`src/rtl/fir_pkg.sv`:
```
// Shared types and helpers for the FIR-to-I2S transmit path.
package fir_pkg;

  typedef enum logic {IDLE, RUN} i2s_state_t;

  localparam int unsigned DEF_SLOT_WIDTH = 32;
  localparam int unsigned I2S_FRAME_BITS = 2 * DEF_SLOT_WIDTH;

  function automatic int unsigned i2s_frame_bits(input int unsigned slot_width);
    return 2 * slot_width;
  endfunction

endpackage

```
`src/rtl/i2s_sclk_gen.sv`:
```
// I2S bit-clock divider and frame bit-position counter; both idle at zero when not running.
module i2s_sclk_gen #(
  parameter int unsigned SLOT_WIDTH = 32,
  parameter int unsigned SCLK_DIV   = 8
) (
  input  logic                            i_clk,
  input  logic                            i_rst,
  input  logic                            run,
  output logic                            o_sclk,
  output logic                            fall_tick,
  output logic [$clog2(2*SLOT_WIDTH)-1:0] bit_cnt
);
  import fir_pkg::*;

  localparam int unsigned FRAME_BITS = i2s_frame_bits(SLOT_WIDTH);
  localparam int unsigned DIV_W      = $clog2(SCLK_DIV);
  localparam int unsigned BIT_W      = $clog2(2*SLOT_WIDTH);

  logic [DIV_W-1:0] div_q, div_d;
  logic [BIT_W-1:0] bit_q, bit_d;
  logic             sclk_q, sclk_d;

  always_comb begin
    fall_tick = run && (div_q == DIV_W'(SCLK_DIV - 1));
    div_d     = '0;
    if (run && !fall_tick) begin
      div_d = div_q + 1'b1;
    end
    bit_d = bit_q;
    if (!run) begin
      bit_d = '0;
    end else if (fall_tick) begin
      bit_d = (bit_q == BIT_W'(FRAME_BITS - 1)) ? '0 : bit_q + 1'b1;
    end
    // Registered from the next divider value so SCLK tracks div_cnt without a cycle of skew.
    sclk_d = (div_d >= DIV_W'(SCLK_DIV / 2));
  end

  always_ff @(posedge i_clk or posedge i_rst) begin
    if (i_rst) begin
      div_q  <= '0;
      bit_q  <= '0;
      sclk_q <= 1'b0;
    end else begin
      div_q  <= div_d;
      bit_q  <= bit_d;
      sclk_q <= sclk_d;
    end
  end

  assign o_sclk  = sclk_q;
  assign bit_cnt = bit_q;

endmodule

```
`src/rtl/fir_i2s_tx.sv`:
```
// Stereo I2S master transmitter fed by FIR sample strobes through a one-frame holding buffer.
module fir_i2s_tx
  import fir_pkg::*;
#(
  parameter int unsigned DATA_WIDTH = 24,
  parameter int unsigned SLOT_WIDTH = 32,
  parameter int unsigned SCLK_DIV   = 8
) (
  input  logic                  i_clk,
  input  logic                  i_rst,
  input  logic                  i_en,
  input  logic                  i_clk_fir,
  input  logic [DATA_WIDTH-1:0] i_data_l,
  input  logic [DATA_WIDTH-1:0] i_data_r,
  output logic                  o_sclk,
  output logic                  o_ws,
  output logic                  o_sd,
  output logic                  o_ready,
  output logic                  o_overflow,
  output logic                  o_underflow
);

  localparam int unsigned FRAME_BITS = i2s_frame_bits(SLOT_WIDTH);
  localparam int unsigned BIT_W      = $clog2(2*SLOT_WIDTH);

  i2s_state_t            state_q, state_d;
  logic                  full_q, full_d;
  logic [DATA_WIDTH-1:0] buf_l_q, buf_l_d, buf_r_q, buf_r_d;
  logic [FRAME_BITS-1:0] sr_q, sr_d;
  logic                  ws_q, ws_d, sd_q, sd_d;
  logic                  ovf_q, ovf_d, unf_q, unf_d;
  logic                  run, fall_tick, boundary, load;
  logic [BIT_W-1:0]      bit_cnt;
  logic [SLOT_WIDTH-1:0] slot_l, slot_r;

  assign run = (state_q == RUN);

  i2s_sclk_gen #(
    .SLOT_WIDTH(SLOT_WIDTH),
    .SCLK_DIV  (SCLK_DIV)
  ) u_sclk_gen (
    .i_clk    (i_clk),
    .i_rst    (i_rst),
    .run      (run),
    .o_sclk   (o_sclk),
    .fall_tick(fall_tick),
    .bit_cnt  (bit_cnt)
  );

  always_comb begin
    slot_l                              = '0;
    slot_r                              = '0;
    slot_l[SLOT_WIDTH-1 -: DATA_WIDTH]  = buf_l_q;
    slot_r[SLOT_WIDTH-1 -: DATA_WIDTH]  = buf_r_q;
    boundary = fall_tick && (bit_cnt == BIT_W'(FRAME_BITS - 1));
    state_d  = state_q;
    full_d   = full_q;
    buf_l_d  = buf_l_q;
    buf_r_d  = buf_r_q;
    sr_d     = sr_q;
    ws_d     = ws_q;
    sd_d     = sd_q;
    ovf_d    = 1'b0;
    unf_d    = 1'b0;
    load     = 1'b0;

    case (state_q)
      IDLE: begin
        ws_d = 1'b0;
        sd_d = 1'b0;
        if (i_en && full_q) begin
          state_d = RUN;
          load    = 1'b1;
        end
      end
      RUN: begin
        if (fall_tick) begin
          // The shifter MSB is the next frame bit; o_sd runs one bit behind o_ws.
          sd_d = sr_q[FRAME_BITS-1];
          sr_d = sr_q << 1;
          ws_d = !boundary && (bit_cnt >= BIT_W'(SLOT_WIDTH - 1));
        end
        if (boundary) begin
          if (!i_en) begin
            state_d = IDLE;
            ws_d    = 1'b0;
            sd_d    = 1'b0;
          end else if (full_q) begin
            load = 1'b1;
          end else begin
            sr_d  = '0;
            unf_d = 1'b1;
          end
        end
      end
      default: state_d = IDLE;
    endcase

    if (load) begin
      sr_d = {slot_l, slot_r};
    end

    if (i_clk_fir) begin
      if (!full_q || load) begin
        buf_l_d = i_data_l;
        buf_r_d = i_data_r;
        full_d  = 1'b1;
      end else begin
        ovf_d = 1'b1;
      end
    end else if (load) begin
      full_d = 1'b0;
    end
  end

  always_ff @(posedge i_clk or posedge i_rst) begin
    if (i_rst) begin
      state_q <= IDLE;
      full_q  <= 1'b0;
      buf_l_q <= '0;
      buf_r_q <= '0;
      sr_q    <= '0;
      ws_q    <= 1'b0;
      sd_q    <= 1'b0;
      ovf_q   <= 1'b0;
      unf_q   <= 1'b0;
    end else begin
      state_q <= state_d;
      full_q  <= full_d;
      buf_l_q <= buf_l_d;
      buf_r_q <= buf_r_d;
      sr_q    <= sr_d;
      ws_q    <= ws_d;
      sd_q    <= sd_d;
      ovf_q   <= ovf_d;
      unf_q   <= unf_d;
    end
  end

  assign o_ws        = ws_q;
  assign o_sd        = sd_q;
  assign o_ready     = !full_q;
  assign o_overflow  = ovf_q;
  assign o_underflow = unf_q;

endmodule

```
`config.mk`:
```
export PLATFORM = sky130hd
export DESIGN_NAME = fir_i2s_tx
export DESIGN_NICKNAME = d
export VERILOG_FILES = /design/src/rtl/fir_pkg.sv /design/src/rtl/i2s_sclk_gen.sv /design/src/rtl/fir_i2s_tx.sv
export SDC_FILE = /design/constraint.sdc
export NUM_CORES = 1
export LEC_CHECK = 0
export ABC_CLOCK_PERIOD_IN_PS = 3900
export CORE_ASPECT_RATIO = 0.8
export CORE_MARGIN = 3
export CORE_UTILIZATION = 53
export CTS_CLUSTER_DIAMETER = 60
export CTS_CLUSTER_SIZE = 12
export DETAILED_ROUTE_END_ITERATION = 12
export HOLD_SLACK_MARGIN = 0.1
export PLACE_DENSITY = 0.76
export SYNTH_ARGS = -nofsm -noshare
export SYNTH_HDL_FRONTEND = slang
export SYNTH_SLANG_ARGS = --single-unit
```
`constraint.sdc`:
```
create_clock -name i_clk -period 3.9 [get_ports i_clk]
set_input_delay 0.78 -clock i_clk [delete_from_list [all_inputs] [get_ports i_clk]]
set_output_delay 0.78 -clock i_clk [all_outputs]
set_load 0.01 [all_outputs]
```
# Word level (Yosys, flattened, before mapping)

Cells that the tools add are included.

Bits in registers: 128
Input bits: 52
Output and inout port bits: 6
Logic and storage cells: 69

Add/sub/neg operators: 2
Order comparisons: 2
Equal/unequal tests: 4
Muxes and demuxes: 35
Bitwise gates (word level): 1
Reductions and logical operators: 13

Operators by type and width:

| kind                | count |
|---|---|
| $mux 64             | 6 |
| $mux 1              | 21 |
| $mux 6              | 3 |
| $pmux 1 s2          | 4 |
| $add 6x1->6 const B | 1 |
| $eq 6x6->1 const B  | 1 |
| $ge 6x5->1 const B  | 1 |
| $logic_and 1x1->1   | 5 |
| $ne 2x1->1 const B  | 2 |
| $reduce_and 2->1    | 2 |
| $reduce_bool 2->1   | 2 |
| $add 3x1->3 const B | 1 |
| $eq 3x3->1 const B  | 1 |
| $ge 3x3->1 const B  | 1 |
| $logic_not 1->1     | 3 |
| $mux 3              | 1 |
| $logic_or 1x1->1    | 1 |
| $not 1->1           | 1 |

# Longest topological paths before layout

Depth in word-level cells: 9
Gate-level depth with buffers: 8
Depth with buffers taken out: 5

# Hierarchy

From an unflattened synthesis, not the netlist that was laid out.

Cells, all modules: 521
Area, all modules: 5592.9 µm²

Modules (own cells, without submodules):

| module       | times used | cells an instance | area an instance (µm²) | sequential area each (µm²) |
|---|---|---|---|---|
| fir_i2s_tx   | 1          | 474               | 5098.6                 | 2952.8 |
| i2s_sclk_gen | 1          | 47                | 494.2                  | 225.2 |

# Worst setup path before layout

Ideal clock, no wire load.

Path kind: input port to flip-flop
From: input port i_en
To: register sr_q[10]
Setup time: 0.126 ns
Arrival: 1.886 ns
Data required time: 3.774 ns
Slack: 1.888 ns
Cell stages on the path: 6
Buffers on the path: 3
Cell sequence: buf_2 > and3b_1 > clkbuf_1 > clkbuf_1 > a211oi_1 > a221o_1

Word-level cells in the longest chain between the ends: 4
Elaborated cells between the ends (all ways): 10
Those cells by class: mux (8); reduce/logical (2)

Ends and longest elaborated chain:

| element                                      | line              | RTL |
|---|---|---|
| from (decl)                                  | fir_i2s_tx.sv:11  | `input logic i_en,` |
| $mux 1 (tied with other cells)               | fir_i2s_tx.sv:84  | `if (!i_en) begin` |
| $mux 1 (tied with other cells)               | fir_i2s_tx.sv:83  | `if (boundary) begin` |
| $pmux 1 s2 or $mux 64 (tied branches)        | fir_i2s_tx.sv:67  | `case (state_q)` |
| $mux 64 or $reduce_bool 2->1 (tied branches) | -                 |  |
| to (signal assigned)                         | fir_i2s_tx.sv:132 | `sr_q <= sr_d;` |
| to (decl)                                    | fir_i2s_tx.sv:29  | `logic [FRAME_BITS-1:0] sr_q, sr_d;` |

Several ways; a longest one is shown, not always the timed one. The select of a mux whose other input is x is not followed.
A chain may end at the register's enable or synchronous reset.

# Final worst setup path

From: register state_q, in the netlist run
To: register sr_q[8]

Word-level cells in the longest chain between the ends: 7
Elaborated cells between the ends (all ways): 12
Those cells by class: mux (8); bitwise (1); reduce/logical (3)

Ends and longest elaborated chain:

| element                | line               | RTL |
|---|---|---|
| from (decl)            | fir_i2s_tx.sv:26   | `i2s_state_t state_q, state_d;` |
| from (signal assigned) | fir_i2s_tx.sv:128  | `state_q <= state_d;` |
| $logic_and 1x1->1      | i2s_sclk_gen.sv:24 | `fall_tick = run && (div_q == DIV_W'(SCLK_DIV - 1));` |
| $mux 64                | fir_i2s_tx.sv:77   | `if (fall_tick) begin` |
| $mux 64                | fir_i2s_tx.sv:88   | `end else if (full_q) begin` |
| $mux 64                | fir_i2s_tx.sv:84   |  |
| $mux 64                | fir_i2s_tx.sv:83   |  |
| $mux 64                | fir_i2s_tx.sv:67   |  |
| $mux 64                | fir_i2s_tx.sv:99   | `if (load) begin` |

Several ways; a longest one is shown, not always the timed one. The select of a mux whose other input is x is not followed.

==> flow_metrics.tcl <==
set metrics [dict create \
    status "finished, final reports clean" \
    cp-end-kind "register" \
    start_util_pct 55.8 \
    clk_pin_slew_ns 0.06 \
    antenna_found_initial 0 \
    required_ns 4.20 \
    worstMarginPinSlew_ns 1.16 \
    die_h_um 112 \
    synth_cell_types 47 \
    powerDensity_nw_per_um2 559 \
    antenna_left 0 \
    maxSlewViolCount 0 \
    drtPass1Iterations 6 \
    rows 37 \
    cts.repair.resized 0 \
    grt_pass1_vias 6223 \
    register_area_um2 3180 \
    fillers 1076 \
    final_core_util_pct 64.2 \
    slew_headroom_pct 22.8 \
    io_buffer_count 57 \
    die_area_um2 15400 \
    clock.fmax_mhz 380 \
    routed-via-count 6439 \
    fp.coreArea_um2 13200 \
    seq_area_frac_synth_pct 43.0 \
    min_period_ns 2.63 \
    clock_skew_ns 0.0100 \
    syn_inst 769 \
    area_growth_pct 15.0 \
    fin_crit_sh_pct 67.4 \
    cap_violations 0 \
    diodes 0 \
    synth_edf_count 0 \
    wl_per_cell_um 19.3 \
    holdBufCountCts 0 \
    syn_area_per_cell_um2 9.62 \
    ys_seq_elements 127 \
    min_path_cells 1 \
    cts.sinks 127 \
    grt_max_degree 83 \
    clk_latency_ns 0.42 \
    instances_no_fill 958 \
    synth_area_leaders "dfrtp_1 43%, mux2i_1 7.0%, o211ai_1 6.4%" \
    io_pins 58 \
    viasPerCell 6.72 \
    cts_max_path_buffers 2 \
    globalplace.congestion 0.784 \
    rsz0062_at_grt "no" \
    crit_arrival_ns 2.93 \
    rr_worst_depth 3 \
    layout-drive-gt1-share_pct 9.32 \
    post-cts-setup-buffers 0 \
    ff2ff_setup_slack_ns 1.27 \
    worstReg2RegEnd "sr_q[8]$_DFFE_PP0P_" \
    dp_hpwl_um 10700 \
    cts_tree "yes" \
    setup_tns_ns 0 \
    drt-total-wl_um 18500 \
    min_from "u_sclk_gen.div_q[0]$_DFF_PP0_" \
    p_leak_nw 3.25 \
    grt-ovfl-total 0 \
    peakVddDrop_uv 391 \
    synth_top_area_share_pct 43.0 \
    yosys.area.top_type "dfrtp_1" \
    grt_first_pass_wirelength_um 30900 \
    startpoint "run$_DFF_PP0_" \
    h-tree-depth 4 \
    drc 0 \
    synth_warnings 0 \
    syn_nets 824 \
    dp.cells 926 \
    root_buffer "clkbuf_16" \
    multi_input_area_um2 3770 \
    finalNetCount 825 \
    reg2reg_from "run$_DFF_PP0_" \
    cts_buffers 17 \
    mostFrequentLayoutCell "dfrtp_1" \
    start_kind "register" \
    critPathKind "register to register" \
    hp-class "register to register" \
    setup_viol 0 \
    dominantRegCellSynth "dfrtp_1" \
    die_x_um 138 \
    layout_common_cells "125 x dfrtp_1, 89 x nand2_1, 63 x o211ai_1, 56 x clkdlybuf4s50_1, 52 x mux2i_1" \
    drt-initial-drc-count 571 \
    track_usage_pct 23.8 \
    crit_fanout 82 \
    hold_viol 0 \
    min_to "u_sclk_gen.div_q[0]$_DFF_PP0_" \
    synth_async_sr_flop_share_pct 100 \
    netlist_area_um2 7390 \
]
-- kinds of logic after synthesis --
| family | Yosys count | synth area share, % |
|---|---|---|
| AO/OA/AOI/OAI | 311 | 31.8 |
| multiplexers | 52 | 7.04 |
| adder cells (fa/ha/maj) | 3 | 0.508 |
| buffers and inverters | 107 | 6.16 |
| XOR/XNOR | 4 | 0.474 |
| flip-flops | 127 | 43.0 |
| AND/OR/NAND/NOR | 165 | 11.0 |
-- how the worst max path moves through the flow --
stage,to,slack (ns)
6_report,sr_q[8]$_DFFE_PP0P_,1.27
5_1_grt,sr_q[37]$_DFFE_PP0P_,1.05
4_1_cts,buf_l_q[12]$_DFFE_PP0P_,1.28
3_5_place_dp,buf_r_q[2]$_DFFE_PP0P_,0.92
3_3_place_gp,buf_r_q[4]$_DFFE_PP0P_,0.98
2_1_floorplan,buf_l_q[0]$_DFFE_PP0P_,1.55
-- critical path, cell delays in order (launching register included) --
cell and delay [ns]:
dfrtp_4 0.96, and2_1 0.95, a211oi_1 0.19, a221o_1 0.39
-- final cells by class --
class	count	share of cell area, %
Multi-Input combinational cell	535	44.4
Sequential cell	127	37.4
Timing Repair Buffer	72	8.27
Clock buffer	20	5.49
Tap cell	175	2.58
Clock inverter	12	1.05
Inverter	17	0.795
-- state kept, by name, indices dropped and copies added, names as in the netlist --
register / flops
o_underflow: 1
o_sd: 1
buf_l_q: 24
full_q: 1
u_sclk_gen.bit_cnt: 6
run: 1
o_overflow: 1
o_ws: 1
buf_r_q: 24
sr_q: 64
u_sclk_gen.div_q: 3
-- layer usage --
layer / wire [µm] / GRT usage, % / vias up
met4: 314 / 8.29 / 0
met3: 914 / 4.89 / 25
met5: 0 / 0 / -
met1: 8360 / 32.7 / 3243
met2: 8890 / 37.8 / 235
li1: - / - / 2936
-- power breakdown --
group          internal (mW)  switching, mW  total (mW)
registers               1.68          0.284        1.96
clock network          0.861          0.613        1.47
logic                  0.734          0.585        1.32
-- synth_stat cells, types with 3 or more instances --
cell type    n
xnor2_1      3
a32o_1      34
nand4_1      4
a21bo_2     14
and2_1       7
clkbuf_1    53
a21o_1      34
dfrtp_1    127
buf_6        3
a221o_1     14
o21ai_0     16
inv_1       16
nand3_1     15
nand2_1     89
a211oi_1    16
o2111ai_1   34
a31oi_1     36
mux2i_1     52
buf_2       21
o211ai_1    63
nor2b_1     38
buf_1       11
ha_1         3
a21oi_1     43
-- through the flow --
| step | instance area [µm²] | hold slack (ns) | setup WS, ns | power (mW) |
|---|---|---|---|---|
| after detailed placement | 7950 | 0.449 | 0.922 | 3.28 |
| after floorplan | 7400 | 0.409 | 1.55 | 2.95 |
| after global routing | 8500 | 0.485 | 1.05 | 5.02 |
| final | 8500 | 0.450 | 1.27 | 4.75 |
| after global placement | 7950 | 0.421 | 0.980 | 3.18 |
| after CTS | 8500 | 0.457 | 1.28 | 4.76 |
No activity file was read; power rests on OpenSTA's default activity.
